`src/rtl/vga_pattern_generator_if.sv`:
```
// Pixel-side bundle of the VGA pattern generator: timing-controller positions
// and syncs in, colour and delayed syncs out.
interface vga_pattern_generator_if #(
    parameter int COUNTER_SIZE = 11
);
    logic [COUNTER_SIZE-1:0] counter_in_hsync;
    logic [COUNTER_SIZE-1:0] counter_in_vsync;
    logic                    h_sync_in;
    logic                    v_sync_in;
    logic [3:0]              red;
    logic [3:0]              green;
    logic [3:0]              blue;
    logic                    h_sync_out;
    logic                    v_sync_out;
    logic [1:0]              pattern_sel;

    modport master (
        output counter_in_hsync, counter_in_vsync, h_sync_in, v_sync_in,
        input  red, green, blue, h_sync_out, v_sync_out, pattern_sel
    );

    modport slave (
        input  counter_in_hsync, counter_in_vsync, h_sync_in, v_sync_in,
        output red, green, blue, h_sync_out, v_sync_out, pattern_sel
    );
endinterface

```
`src/rtl/vga_pattern_generator.sv`:
```
// Two-stage VGA test-pattern generator cycling four patterns every FRAMES_PER_PATTERN frames.
// Optional white frame border enabled by defining VGA_PATGEN_BORDER_EN.
module vga_pattern_generator #(
    parameter logic [10:0] THRESHOLD_HSYNC    = 11'd1024,
    parameter logic [10:0] THRESHOLD_VSYNC    = 11'd768,
    parameter int          COUNTER_SIZE       = 11,
    parameter int          FRAMES_PER_PATTERN = 60
) (
    input  logic                  control_clock,
    input  logic                  control_reset_n,
    vga_pattern_generator_if.slave bus
);

    typedef enum logic [1:0] {
        COLOR_BARS = 2'd0,
        GRID       = 2'd1,
        GRADIENT   = 2'd2,
        CHECKER    = 2'd3
    } pattern_t;

    // Patterns only look at the low 10 position bits; out-of-frame values are blanked by the active flag.
    localparam int                      PIX_W      = 10;
    localparam logic [COUNTER_SIZE-1:0] H_LIM      = COUNTER_SIZE'(THRESHOLD_HSYNC);
    localparam logic [COUNTER_SIZE-1:0] V_LIM      = COUNTER_SIZE'(THRESHOLD_VSYNC);
    localparam logic [COUNTER_SIZE-1:0] POS_ZERO   = {COUNTER_SIZE{1'b0}};
    localparam logic [7:0]              FRAME_LAST = 8'(FRAMES_PER_PATTERN - 1);

    function automatic logic [11:0] pattern_colour(
        input pattern_t         pat,
        input logic [PIX_W-1:0] h,
        input logic [PIX_W-1:0] v
    );
        logic [11:0] c;
        case (pat)
            COLOR_BARS: c = {{4{~h[9]}}, {4{~h[8]}}, {4{~h[7]}}};
            GRID:       c = ((h[4:0] == 5'd0) || (v[4:0] == 5'd0)) ? 12'hFFF : 12'h000;
            GRADIENT:   c = {h[9:6], v[9:6], 4'h0};
            CHECKER:    c = (h[5] ^ v[5]) ? 12'hFFF : 12'h000;
            default:    c = 12'h000;
        endcase
        return c;
    endfunction

    pattern_t         pattern_r;
    pattern_t         pattern_next_s;
    logic [7:0]       frame_cnt_r;
    logic [7:0]       frame_cnt_next_s;
    logic             prev_nonzero_r;
    logic             origin_s;
    logic             boundary_s;
    logic             active_s;

    logic [PIX_W-1:0] h1_r;
    logic [PIX_W-1:0] v1_r;
    logic             hs1_r;
    logic             vs1_r;
    logic             active1_r;

    logic [11:0]      colour_s;
    logic [3:0]       red_r;
    logic [3:0]       green_r;
    logic [3:0]       blue_r;
    logic             hs2_r;
    logic             vs2_r;
    logic [1:0]       pattern_sel_r;

    assign origin_s   = (bus.counter_in_hsync == POS_ZERO) && (bus.counter_in_vsync == POS_ZERO);
    assign boundary_s = origin_s && prev_nonzero_r;
    assign active_s   = (bus.counter_in_hsync < H_LIM) && (bus.counter_in_vsync < V_LIM);

`ifdef VGA_PATGEN_BORDER_EN
    localparam logic [PIX_W-1:0] H_LAST = PIX_W'(THRESHOLD_HSYNC - 11'd1);
    localparam logic [PIX_W-1:0] V_LAST = PIX_W'(THRESHOLD_VSYNC - 11'd1);
    logic border_s;
    assign border_s = (h1_r == {PIX_W{1'b0}}) || (h1_r == H_LAST) ||
                      (v1_r == {PIX_W{1'b0}}) || (v1_r == V_LAST);
`endif

    // Stage 1: capture position, syncs, active flag and the origin history.
    always_ff @(posedge control_clock or negedge control_reset_n) begin
        if (!control_reset_n) begin
            h1_r           <= {PIX_W{1'b0}};
            v1_r           <= {PIX_W{1'b0}};
            hs1_r          <= 1'b0;
            vs1_r          <= 1'b0;
            active1_r      <= 1'b0;
            prev_nonzero_r <= 1'b0;
        end else begin
            h1_r           <= bus.counter_in_hsync[PIX_W-1:0];
            v1_r           <= bus.counter_in_vsync[PIX_W-1:0];
            hs1_r          <= bus.h_sync_in;
            vs1_r          <= bus.v_sync_in;
            active1_r      <= active_s;
            prev_nonzero_r <= ~origin_s;
        end
    end

    // Pattern/frame-counter state register; updates on the same edge that captures the boundary pixel.
    always_ff @(posedge control_clock or negedge control_reset_n) begin
        if (!control_reset_n) begin
            pattern_r   <= COLOR_BARS;
            frame_cnt_r <= 8'd0;
        end else begin
            pattern_r   <= pattern_next_s;
            frame_cnt_r <= frame_cnt_next_s;
        end
    end

    // Next pattern and frame count, evaluated only on a frame boundary.
    always_comb begin
        pattern_next_s   = pattern_r;
        frame_cnt_next_s = frame_cnt_r;
        if (boundary_s) begin
            if (frame_cnt_r == FRAME_LAST) begin
                frame_cnt_next_s = 8'd0;
                case (pattern_r)
                    COLOR_BARS: pattern_next_s = GRID;
                    GRID:       pattern_next_s = GRADIENT;
                    GRADIENT:   pattern_next_s = CHECKER;
                    CHECKER:    pattern_next_s = COLOR_BARS;
                    default:    pattern_next_s = COLOR_BARS;
                endcase
            end else begin
                frame_cnt_next_s = frame_cnt_r + 8'd1;
            end
        end else begin
            pattern_next_s   = pattern_r;
            frame_cnt_next_s = frame_cnt_r;
        end
    end

    // Colour for the stage-1 pixel: blank outside the frame, border (if built in) above every pattern.
    always_comb begin
        colour_s = 12'h000;
        if (!active1_r) begin
            colour_s = 12'h000;
        end
`ifdef VGA_PATGEN_BORDER_EN
        else if (border_s) begin
            colour_s = 12'hFFF;
        end
`endif
        else begin
            colour_s = pattern_colour(pattern_r, h1_r, v1_r);
        end
    end

    // Stage 2: registered colour, syncs and pattern index, all aligned to the same pixel.
    always_ff @(posedge control_clock or negedge control_reset_n) begin
        if (!control_reset_n) begin
            red_r         <= 4'h0;
            green_r       <= 4'h0;
            blue_r        <= 4'h0;
            hs2_r         <= 1'b0;
            vs2_r         <= 1'b0;
            pattern_sel_r <= 2'd0;
        end else begin
            red_r         <= colour_s[11:8];
            green_r       <= colour_s[7:4];
            blue_r        <= colour_s[3:0];
            hs2_r         <= hs1_r;
            vs2_r         <= vs1_r;
            pattern_sel_r <= pattern_r;
        end
    end

    assign bus.red         = red_r;
    assign bus.green       = green_r;
    assign bus.blue        = blue_r;
    assign bus.h_sync_out  = hs2_r;
    assign bus.v_sync_out  = vs2_r;
    assign bus.pattern_sel = pattern_sel_r;

endmodule

```
`src/flat_wrapper.sv`:
```
// flat-port wrapper written by rule: the top's interface ports become plain ports
module vga_pattern_generator_flat 
#(
    parameter logic [10:0] THRESHOLD_HSYNC    = 11'd1024,
    parameter logic [10:0] THRESHOLD_VSYNC    = 11'd768,
    parameter int          COUNTER_SIZE       = 11,
    parameter int          FRAMES_PER_PATTERN = 60
)
  (control_clock, control_reset_n, bus_counter_in_hsync, bus_counter_in_vsync, bus_h_sync_in, bus_v_sync_in, bus_red, bus_green, bus_blue, bus_h_sync_out, bus_v_sync_out, bus_pattern_sel);
  vga_pattern_generator_if #(.COUNTER_SIZE(COUNTER_SIZE)) bus_i ();
  input  logic control_clock;
  input  logic control_reset_n;
  input wire logic [$bits(bus_i.counter_in_hsync)-1:0] bus_counter_in_hsync;
  input wire logic [$bits(bus_i.counter_in_vsync)-1:0] bus_counter_in_vsync;
  input wire logic [$bits(bus_i.h_sync_in)-1:0] bus_h_sync_in;
  input wire logic [$bits(bus_i.v_sync_in)-1:0] bus_v_sync_in;
  output wire logic [$bits(bus_i.red)-1:0] bus_red;
  output wire logic [$bits(bus_i.green)-1:0] bus_green;
  output wire logic [$bits(bus_i.blue)-1:0] bus_blue;
  output wire logic [$bits(bus_i.h_sync_out)-1:0] bus_h_sync_out;
  output wire logic [$bits(bus_i.v_sync_out)-1:0] bus_v_sync_out;
  output wire logic [$bits(bus_i.pattern_sel)-1:0] bus_pattern_sel;
  assign bus_i.counter_in_hsync = bus_counter_in_hsync;
  assign bus_i.counter_in_vsync = bus_counter_in_vsync;
  assign bus_i.h_sync_in = bus_h_sync_in;
  assign bus_i.v_sync_in = bus_v_sync_in;
  assign bus_red = bus_i.red;
  assign bus_green = bus_i.green;
  assign bus_blue = bus_i.blue;
  assign bus_h_sync_out = bus_i.h_sync_out;
  assign bus_v_sync_out = bus_i.v_sync_out;
  assign bus_pattern_sel = bus_i.pattern_sel;
  vga_pattern_generator #(.THRESHOLD_HSYNC(THRESHOLD_HSYNC), .THRESHOLD_VSYNC(THRESHOLD_VSYNC), .COUNTER_SIZE(COUNTER_SIZE), .FRAMES_PER_PATTERN(FRAMES_PER_PATTERN)) u_core (.control_clock(control_clock), .control_reset_n(control_reset_n), .bus(bus_i));
endmodule
```
`config.mk`:
```
export PLATFORM = sky130hd
export DESIGN_NAME = vga_pattern_generator_flat
export DESIGN_NICKNAME = d
export VERILOG_FILES = /design/src/rtl/vga_pattern_generator_if.sv /design/src/rtl/vga_pattern_generator.sv /design/src/flat_wrapper.sv
export SDC_FILE = /design/constraint.sdc
export NUM_CORES = 1
export LEC_CHECK = 0
export ABC_AREA = 1
export CORE_MARGIN = 2
export CORE_UTILIZATION = 30
export CTS_CLUSTER_DIAMETER = 60
export DETAILED_ROUTE_END_ITERATION = 8
export PLACE_DENSITY_LB_ADDON = 0.1
export SLEW_MARGIN = 0
export SYNTH_ARGS = -nofsm -noshare
export SYNTH_HDL_FRONTEND = slang
export SYNTH_SLANG_ARGS = --single-unit
```
`constraint.sdc`:
```
create_clock -name control_clock -period 1.4 [get_ports control_clock]
set_clock_uncertainty 0.2 [all_clocks]
set_input_delay 0.14 -clock control_clock [delete_from_list [all_inputs] [get_ports control_clock]]
set_output_delay 0.14 -clock control_clock [all_outputs]
set_load 0.05 [all_outputs]
```
Word-level counts from Yosys, hierarchy flattened --
Cells that the tools add are included. W data, S select, Z words.
Operators by class: add/sub/neg operators 1, multipliers 0, div/mod/pow operators 0, $lt $le $gt $ge 2, equality and inequality tests 4, shift operators 0, muxes and demuxes 6, bitwise operators 5, reduce and logical (&&, ||, !) cells 10
Operator list (number):
- $pmux W12 S4 | 1
- $mux W12 | 3
- $logic_not A11 Y1 | 2
- $lt A11 B10 Y1 const B | 1
- $lt A11 B11 Y1 const B | 1
- $logic_not A5 Y1 | 2
- $add A8 B1 Y8 const B | 1
- $eq A8 B6 Y1 const B | 1
- $mux W8 | 1
- $pmux W2 S4 | 1
- $eq A2 B2 Y1 const B | 2
- $not A1 Y1 | 4
- $logic_and A1 B1 Y1 | 3
- $eq A2 B1 Y1 const B | 1
- $logic_not A2 Y1 | 1
- $reduce_and A2 Y1 | 1
- $logic_or A1 B1 Y1 | 1
- $xor A1 B1 Y1 | 1
Storage, ports and cells: register bits after elaboration 50, bits in latches 0, bits in writable memories 0, bits in read-only memories 0, bits of input ports 26, memories 0

Longest topological paths before layout --
Gate-level depths: netlist of run 1.
depth after elaboration 5, mapped depth 9

Worst setup path before layout of run 1 --
OpenSTA, ideal clock, no wires.
path type register to register, start reg u_core.pattern_r[0], end reg u_core.green_r[0], in the netlist u_core.bus.green[0], setup time 0.113 ns, data arrival time 1.200 ns, data required time 1.087 ns, setup slack -0.113 ns, cell stages (with the launch flop) 7, buffers on the path 0, clock period less this slack 1.513 ns, cell sequence dfrtp_1 -> inv_1 -> ha_1 -> a31oi_2 -> nand3_1 -> nand2_1 -> inv_1
On the way: longest elaborated chain between the ends 3, elaborated cells on any way between the ends 6, those cells by class 3 x eq/ne; 2 x mux; 1 x reduce/logical
RTL lines:
- from (decl) | line vga_pattern_generator.sv:44 | pattern_t pattern_r;
- from (signal assigned) | line vga_pattern_generator.sv:104 | pattern_r <= pattern_next_s;
- $eq A2 B2 Y1, or another cell as far along | line vga_pattern_generator.sv:34 | case (pat)
- $pmux W12 S4 * | line vga_pattern_generator.sv:34
- $mux W12 * | line vga_pattern_generator.sv:135 | if (!active1_r) begin
- net u_core.colour_s[4] | line vga_pattern_generator.sv:59 | logic [11:0] colour_s;
- to (signal assigned) | line vga_pattern_generator.sv:159 | green_r <= colour_s[7:4];
- to (decl) | line vga_pattern_generator.sv:61 | logic [3:0] green_r;
Mark *: on every way through the listed nets, which the timed path passes. The rest lies on a longest branch. A chain may end at the register's enable or synchronous reset.

Final worst setup path of run 1 --
start reg u_core.h1_r[5], end reg u_core.red_r[3], in the netlist u_core.bus.red[3]
On the way: longest elaborated chain between the ends 4
RTL lines:
- from (decl) | line vga_pattern_generator.sv:53 | logic [PIX_W-1:0] h1_r;
- from (signal assigned) | line vga_pattern_generator.sv:82 | h1_r <= {PIX_W{1'b0}};
- from (signal assigned) | line vga_pattern_generator.sv:89 | h1_r <= bus.counter_in_hsync[PIX_W-1:0];
- $xor A1 B1 Y1 | line vga_pattern_generator.sv:38 | CHECKER: c = (h[5] ^ v[5]) ? 12'hFFF : 12'h000;
- $mux W12 | line vga_pattern_generator.sv:38
- $pmux W12 S4 | line vga_pattern_generator.sv:34
- $mux W12 | line vga_pattern_generator.sv:135
- net u_core.colour_s[11] | line vga_pattern_generator.sv:59
- to (signal assigned) | line vga_pattern_generator.sv:158 | red_r <= colour_s[11:8];
- to (decl) | line vga_pattern_generator.sv:60 | logic [3:0] red_r;
The timed path passes the listed nets, and every way through them passes these cells.

==> flow_summary.json, run 1 <==
{
  "dr.pass1.iters": 4,
  "violations": "negative setup slack",
  "path_class": "reg2reg",
  "ant_nets": 0,
  "post-route-period-util_pct": 104,
  "syn_area_per_cell_um2": 10.2,
  "path_cells": "or2_4 -> a31oi_4 -> nand3_1 -> nand2_1 -> inv_1",
  "max_freq_mhz": 690,
  "drive_gt1_share_pct": 36.6,
  "worst_slew_pin_slew_ps": 370,
  "diodes": 0,
  "synth_cells": 186,
  "grt_max_degree": 48,
  "outcome": "finished with violations",
  "place_congestion": 0.757,
  "synth_compound_area_share_pct": 5.61,
  "netlist.area_leader.share_pct": 62.0,
  "cpLargestDelayFamily": "simple AND/OR/NAND/NOR gates",
  "crit_slowest_cell": "dfrtp_1",
  "dp_hpwl_um": 2470,
  "cp.required_ps": 1400,
  "arrival_ps": 1450,
  "crit_buf_inv": 1,
  "ir_worst_vdd_v": 0.000519,
  "drt_first_iter_violations": 38,
  "min_path_type": "in2reg",
  "layoutNonFillerInstCount": 354,
  "maxCapViolations": 0,
  "yosys-top-cells-area": "dfrtp_1 (62%), nand2_1 (9.3%), nand3_1 (4.0%), nor2_1 (4.0%), o21ai_2 (3.7%)",
  "drc_errors": 0,
  "cp-end-kind": "flip-flop",
  "start_util_pct": 31.5,
  "min_path_cells": 3,
  "area_growth_pct": 73.6,
  "utilization_pct": 54.6,
  "reg2regPathDepth": 5,
  "p_per_area_mw_per_mm2": 836,
  "dp_slack_ps": -459,
  "wl_per_cell_um": 11.2,
  "vias": 1517,
  "dpl_cell_area_mm2": 0.00271,
  "yosysTopAreaCell": "dfrtp_1",
  "core_area_mm2": 0.00603,
  "dieHeight_um": 83.5,
  "synth.distinct_cells": 21,
  "layout_setup_ws_ps": -49.8,
  "async_reset_ff_share_pct": 100,
  "finalHoldViolations": 0,
  "relSlewSlack_pct": 75.4,
  "synth_xor_area_share_pct": 1.39,
  "path_clk_slew_ps": 80,
  "synthTopCellsByCount": "dfrtp_1 (47), nand2_1 (47), nor2_1 (20)",
  "critPathMaxStageDelay_ps": 380,
  "syn-cell-area_mm2": 0.00190,
  "grt_overflow": 0,
  "die-area_mm2": 0.00697,
  "drt_wl_total_um": 3960,
  "cts_tree": "built",
  "p_leak_nw": 1.52,
  "dp.cells": 316,
  "synth-edff-count": 0,
  "io_buffers": 41,
  "cts_buffer_depth": 2,
  "ioPinCount": 42,
  "synthSimpleGateAreaFrac_pct": 22.3,
  "syn_nets": 217,
  "rsz0062_at_grt": "yes",
  "path_depth": 5,
  "rows": 28,
  "setup_viol": 10,
  "antenna_found_initial": 0,
  "clkSinkCount": 47,
  "clockRootBuffer": "clkbuf_8",
  "die_w_um": 83.5,
  "synth_seq_area_share_pct": 62.0,
  "final_area_mm2": 0.00329,
  "grt_pass1_wl_um": 6750,
  "startpoint_type": "flip-flop",
  "synth_fa_ha_area_share_pct": 3.30,
  "htree_num_levels": 2,
  "ys_warn_count": 0,
  "synth_top_family_by_area": "simple AND/OR/NAND/NOR gates",
  "clock_latency_ps": 300,
  "nets": 309,
  "dominantRegCellSynth": "dfrtp_1",
  "slew_violations": 0,
  "routed_via_density": 4.29,
  "cts_made_buffers": 5,
  "critPathMaxFanout": 5,
  "muxShareOfSynthArea_pct": 0,
  "gr-usage-all-layers_pct": 11.9,
  "min_period_ps": 1450,
  "grt_pass1_vias": 1496,
  "synth-seq-cells": 47
}
==> registers in the layout, indices dropped and copies added (netlist names), 2 cells and up <==
name                    count
u_core.frame_cnt_r          8
u_core.bus.green            4
u_core.bus.red              4
u_core.bus.pattern_sel      2
u_core.h1_r                10
u_core.pattern_r            2
u_core.v1_r                10
==> routing by layer <==
layer	vias to the layer above	track usage [%]	share of wire, %
met1	709	15.3	45
li1	771	-	-
met5	-	0	0
met3	4	2.77	4.0
met2	33	20.2	50
met4	0	3.52	0.91
==> timing repair <==
item	CTS	global route
hold buffers	17	4
resized for setup	42	29
hold endpoints to repair	63	4
setup endpoints to repair	19	23
setup buffers	4	3
cloned	2	0
pin swaps	27	21
==> kinds of logic (layout without fill, tap and decap cells) <==
group / after synthesis / in the layout
simple gates: 96 / 97
flops: 47 / 47
buf+inv: 22 / 113
compound gates: 13 / 14
fa+ha+maj: 5 / 5
xor+xnor: 3 / 3
==> per-stage QoR <==
step | hold slack, ps | TNS (ps) | total power, mW
floorplan | -356 | -67.4 | 1.53
global placement | -59.8 | -5320 | 1.73
detailed placement | -57.5 | -5770 | 1.73
CTS | 41.4 | -299 | 2.79
global route | 65.6 | -1340 | 2.87
finish | 46.5 | -236 | 2.75
==> cell type report <==
class / instances / area (um^2)
Clock buffer: 6 / 82.6
Clock inverter: 2 / 35.0
Fill cell: 523 / 2740
Inverter: 17 / 66.3
Multi-Input combinational cell: 119 / 836
Sequential cell: 47 / 1180
Tap cell: 75 / 93.8
Timing Repair Buffer: 88 / 997
==> worst min-delay path: cells and delay by family <==
kind | cells | cell delay, ps
AOI/OAI and AO/OA | 1 | 100
buffers and inverters | 2 | 270
==> where the power goes <==
| part | internal, mW | total (mW) | switching (mW) |
|---|---|---|---|
| Combinational | 0.169 | 0.305 | 0.137 |
| Clock | 0.578 | 1.02 | 0.439 |
| Sequential | 1.40 | 1.43 | 0.0259 |
| Total | 2.15 | 2.75 | 0.602 |
==> path summary, 6_finish.rpt <==
kind | from | endpoint | slack, ps
setup / recovery | u_core.h1_r[5] | u_core.bus.red[3] | -50
hold / removal | bus_counter_in_vsync[10] | u_core.active1_r | 50
setup reg to reg | u_core.h1_r[5] | u_core.bus.red[3] | -50
hold reg to reg | u_core.vs1_r | u_core.bus.v_sync_out | 160
max in group asynchronous | control_reset_n | u_core.pattern_r[0] | 630
min in group asynchronous | control_reset_n | u_core.prev_nonzero_r | 140
==> cell usage in the layout, fill, tap and decap left out, types with 3 or more instances in the layout <==
cell,n
nor2_1,12
or2_4,4
inv_2,3
buf_4,21
buf_6,3
nand2_2,5
nand4_1,3
o21ai_2,8
dfrtp_1,44
dlygate4sd2_1,16
nor2_2,4
inv_1,13
clkbuf_8,6
nand3_2,3
dfrtp_2,3
nand2_4,3
ha_4,3
nand2_1,40
dlygate4sd3_1,21
buf_12,18
dlymetal6s2s_1,4
nor2_4,5
nand3_1,11
Power figures use the tool's default switching activity.
==> run 2, diff against run 1 <==
--- a/config.mk
+++ b/config.mk
@@ -9,9 +9,10 @@
 export CORE_MARGIN = 2
 export CORE_UTILIZATION = 30
 export CTS_CLUSTER_DIAMETER = 60
+export CTS_CLUSTER_SIZE = 8
 export DETAILED_ROUTE_END_ITERATION = 8
 export PLACE_DENSITY_LB_ADDON = 0.1
-export SLEW_MARGIN = 0
+export SLEW_MARGIN = 25
 export SYNTH_ARGS = -nofsm -noshare
 export SYNTH_HDL_FRONTEND = slang
 export SYNTH_SLANG_ARGS = --single-unit
==> results of run 2 <==
The final DEF is identical to that of run 1; final timing and power are the same.
==> run 3, diff against run 2 <==
--- a/config.mk
+++ b/config.mk
@@ -6,6 +6,8 @@
 export NUM_CORES = 1
 export LEC_CHECK = 0
 export ABC_AREA = 1
+export CELL_PAD_IN_SITES_DETAIL_PLACEMENT = 1
+export CELL_PAD_IN_SITES_GLOBAL_PLACEMENT = 1
 export CORE_MARGIN = 2
 export CORE_UTILIZATION = 30
 export CTS_CLUSTER_DIAMETER = 60
==> flow_summary.json, run 3 (synthesized netlist as in run 1, its figures left out) <==
{
  "ir_worst_vdd_v": 0.000523,
  "path_class": "reg2reg",
  "dpl_cell_area_mm2": 0.00268,
  "layoutNonFillerInstCount": 352,
  "routed_via_density": 4.61,
  "gr-usage-all-layers_pct": 14.6,
  "slew_violations": 0,
  "wl_per_cell_um": 14.3,
  "cts_tree": "built",
  "rows": 28,
  "path_cells": "buf_6 -> ha_4 -> a31oi_4 -> nand3_1 -> nand2_1 -> inv_1",
  "rsz0062_at_grt": "yes",
  "regToRegSetupSlack_ps": -110,
  "setup_viol": 14,
  "antenna_found_initial": 0,
  "min_period_ps": 1510,
  "maxCapViolations": 0,
  "utilization_pct": 54.3,
  "area_growth_pct": 72.7,
  "grt_pass1_wl_um": 8110,
  "core_area_mm2": 0.00603,
  "p_leak_nw": 1.46,
  "ant_nets": 0,
  "max_freq_mhz": 662,
  "cts_buffer_depth": 2,
  "place_congestion": 0.768,
  "layout_setup_ws_ps": -110,
  "nets": 307,
  "vias": 1621,
  "grt_overflow": 0,
  "final_cell_mix": "dfrtp_1 (43), nand2_1 (42), dlygate4sd2_1 (22)",
  "dieHeight_um": 83.5,
  "critPathMaxStageDelay_ps": 450,
  "outcome": "finished with violations",
  "dr.pass1.iters": 4,
  "drc_errors": 0,
  "die_w_um": 83.5,
  "startpoint_type": "flip-flop",
  "clkSinkCount": 47,
  "multi_input_area_um2": 862,
  "arrival_ps": 1500,
  "reg_top3": "u_core.h1_r (10), u_core.v1_r (10), u_core.frame_cnt_r (8)",
  "finalPower_mw": 2.52,
  "clockRootBuffer": "clkbuf_8",
  "relSlewSlack_pct": 72.0,
  "clock_latency_ps": 300,
  "worst_slew_pin_slew_ps": 420,
  "grt_max_degree": 48,
  "drt_first_iter_violations": 71,
  "seqCellArea_mm2": 0.00118,
  "final_area_mm2": 0.00327,
  "p_per_area_mw_per_mm2": 771,
  "drive_gt1_share_pct": 37.2,
  "fillers": 639,
  "drt_wl_total_um": 5020,
  "cpLargestDelayFamily": "flip-flops",
  "cp-end-kind": "flip-flop",
  "post-route-period-util_pct": 108,
  "cp.required_ps": 1390,
  "io_buffers": 41,
  "path_clk_slew_ps": 90,
  "dp.cells": 313,
  "final_common_cell": "dfrtp_1",
  "ioPinCount": 42,
  "crit_slowest_cell": "dfrtp_2",
  "min_path_type": "in2reg",
  "dp_hpwl_um": 3150,
  "crit_buf_inv": 2,
  "die-area_mm2": 0.00697,
  "htree_num_levels": 2,
  "finalHoldViolations": 0,
  "grt_pass1_vias": 1746,
  "diodes": 0,
  "start_util_pct": 31.5,
  "cts_made_buffers": 5,
  "critPathMaxFanout": 5,
  "violations": "negative setup slack"
}
-- run 3: cell count changes in the layout (fill, tap and decap cells not counted), moves of 2 or more --
cell,change
buf_4,-4
nand2_2,-2
clkdlybuf4s15_1,-2
dlymetal6s2s_1,-4
nand2_1,+2
dlygate4sd2_1,+6
buf_6,+2
nand3_1,-2
-- run 3: path summary, 6_finish.rpt --
path	startpoint	to	depth (start not counted)
worst max register to register	u_core.pattern_r[1]	u_core.bus.green[0]	6
max in group asynchronous	control_reset_n	u_core.bus.blue[2]	3
worst min register to register	u_core.hs1_r	u_core.bus.h_sync_out	0
worst max-delay path	u_core.pattern_r[1]	u_core.bus.green[0]	6
worst min-delay path	bus_counter_in_vsync[8]	u_core.v1_r[8]	2
min in group asynchronous	control_reset_n	u_core.bus.pattern_sel[1]	3
-- run 3: stage by stage --
step	hold slack, ps	setup WS (ps)	TNS, ps
after floorplan	-356	-30.3	-67.4
after global placement	-63.4	-408	-4720
after detailed placement	-59.8	-452	-5380
after CTS	0.619	-74.8	-559
after global routing	11.7	-164	-1830
final	0.525	-110	-973
-- run 3: final cells by class --
cell class	instances	share of cell area, %
Sequential cell	47	36.1
Timing Repair Buffer	86	30.0
Multi-Input combinational cell	119	26.3
Tap cell	75	2.87
Clock buffer	6	2.22
Inverter	17	2.10
Clock inverter	2	0.382
-- run 3: power breakdown --
part           internal (mW)  switching [mW]
logic                  0.163           0.140
clock network          0.349           0.442
registers               1.40          0.0273
-- run 3: per-layer routing --
metal	wire (um)	global-route usage [%]
met3	199	3.07
met5	0	0
met1	1960	16.4
met4	107	4.84
met2	2750	27.3
-- run 3: timing repair --
item                                    4_1_cts  5_1_grt
setup buffers                                 5        4
resized for setup                            58       21
hold buffers                                 20        0
endpoints found under the hold margin        66        0
endpoints found under the setup margin       19       23
cloned                                        2        0
pin swaps                                    35       11
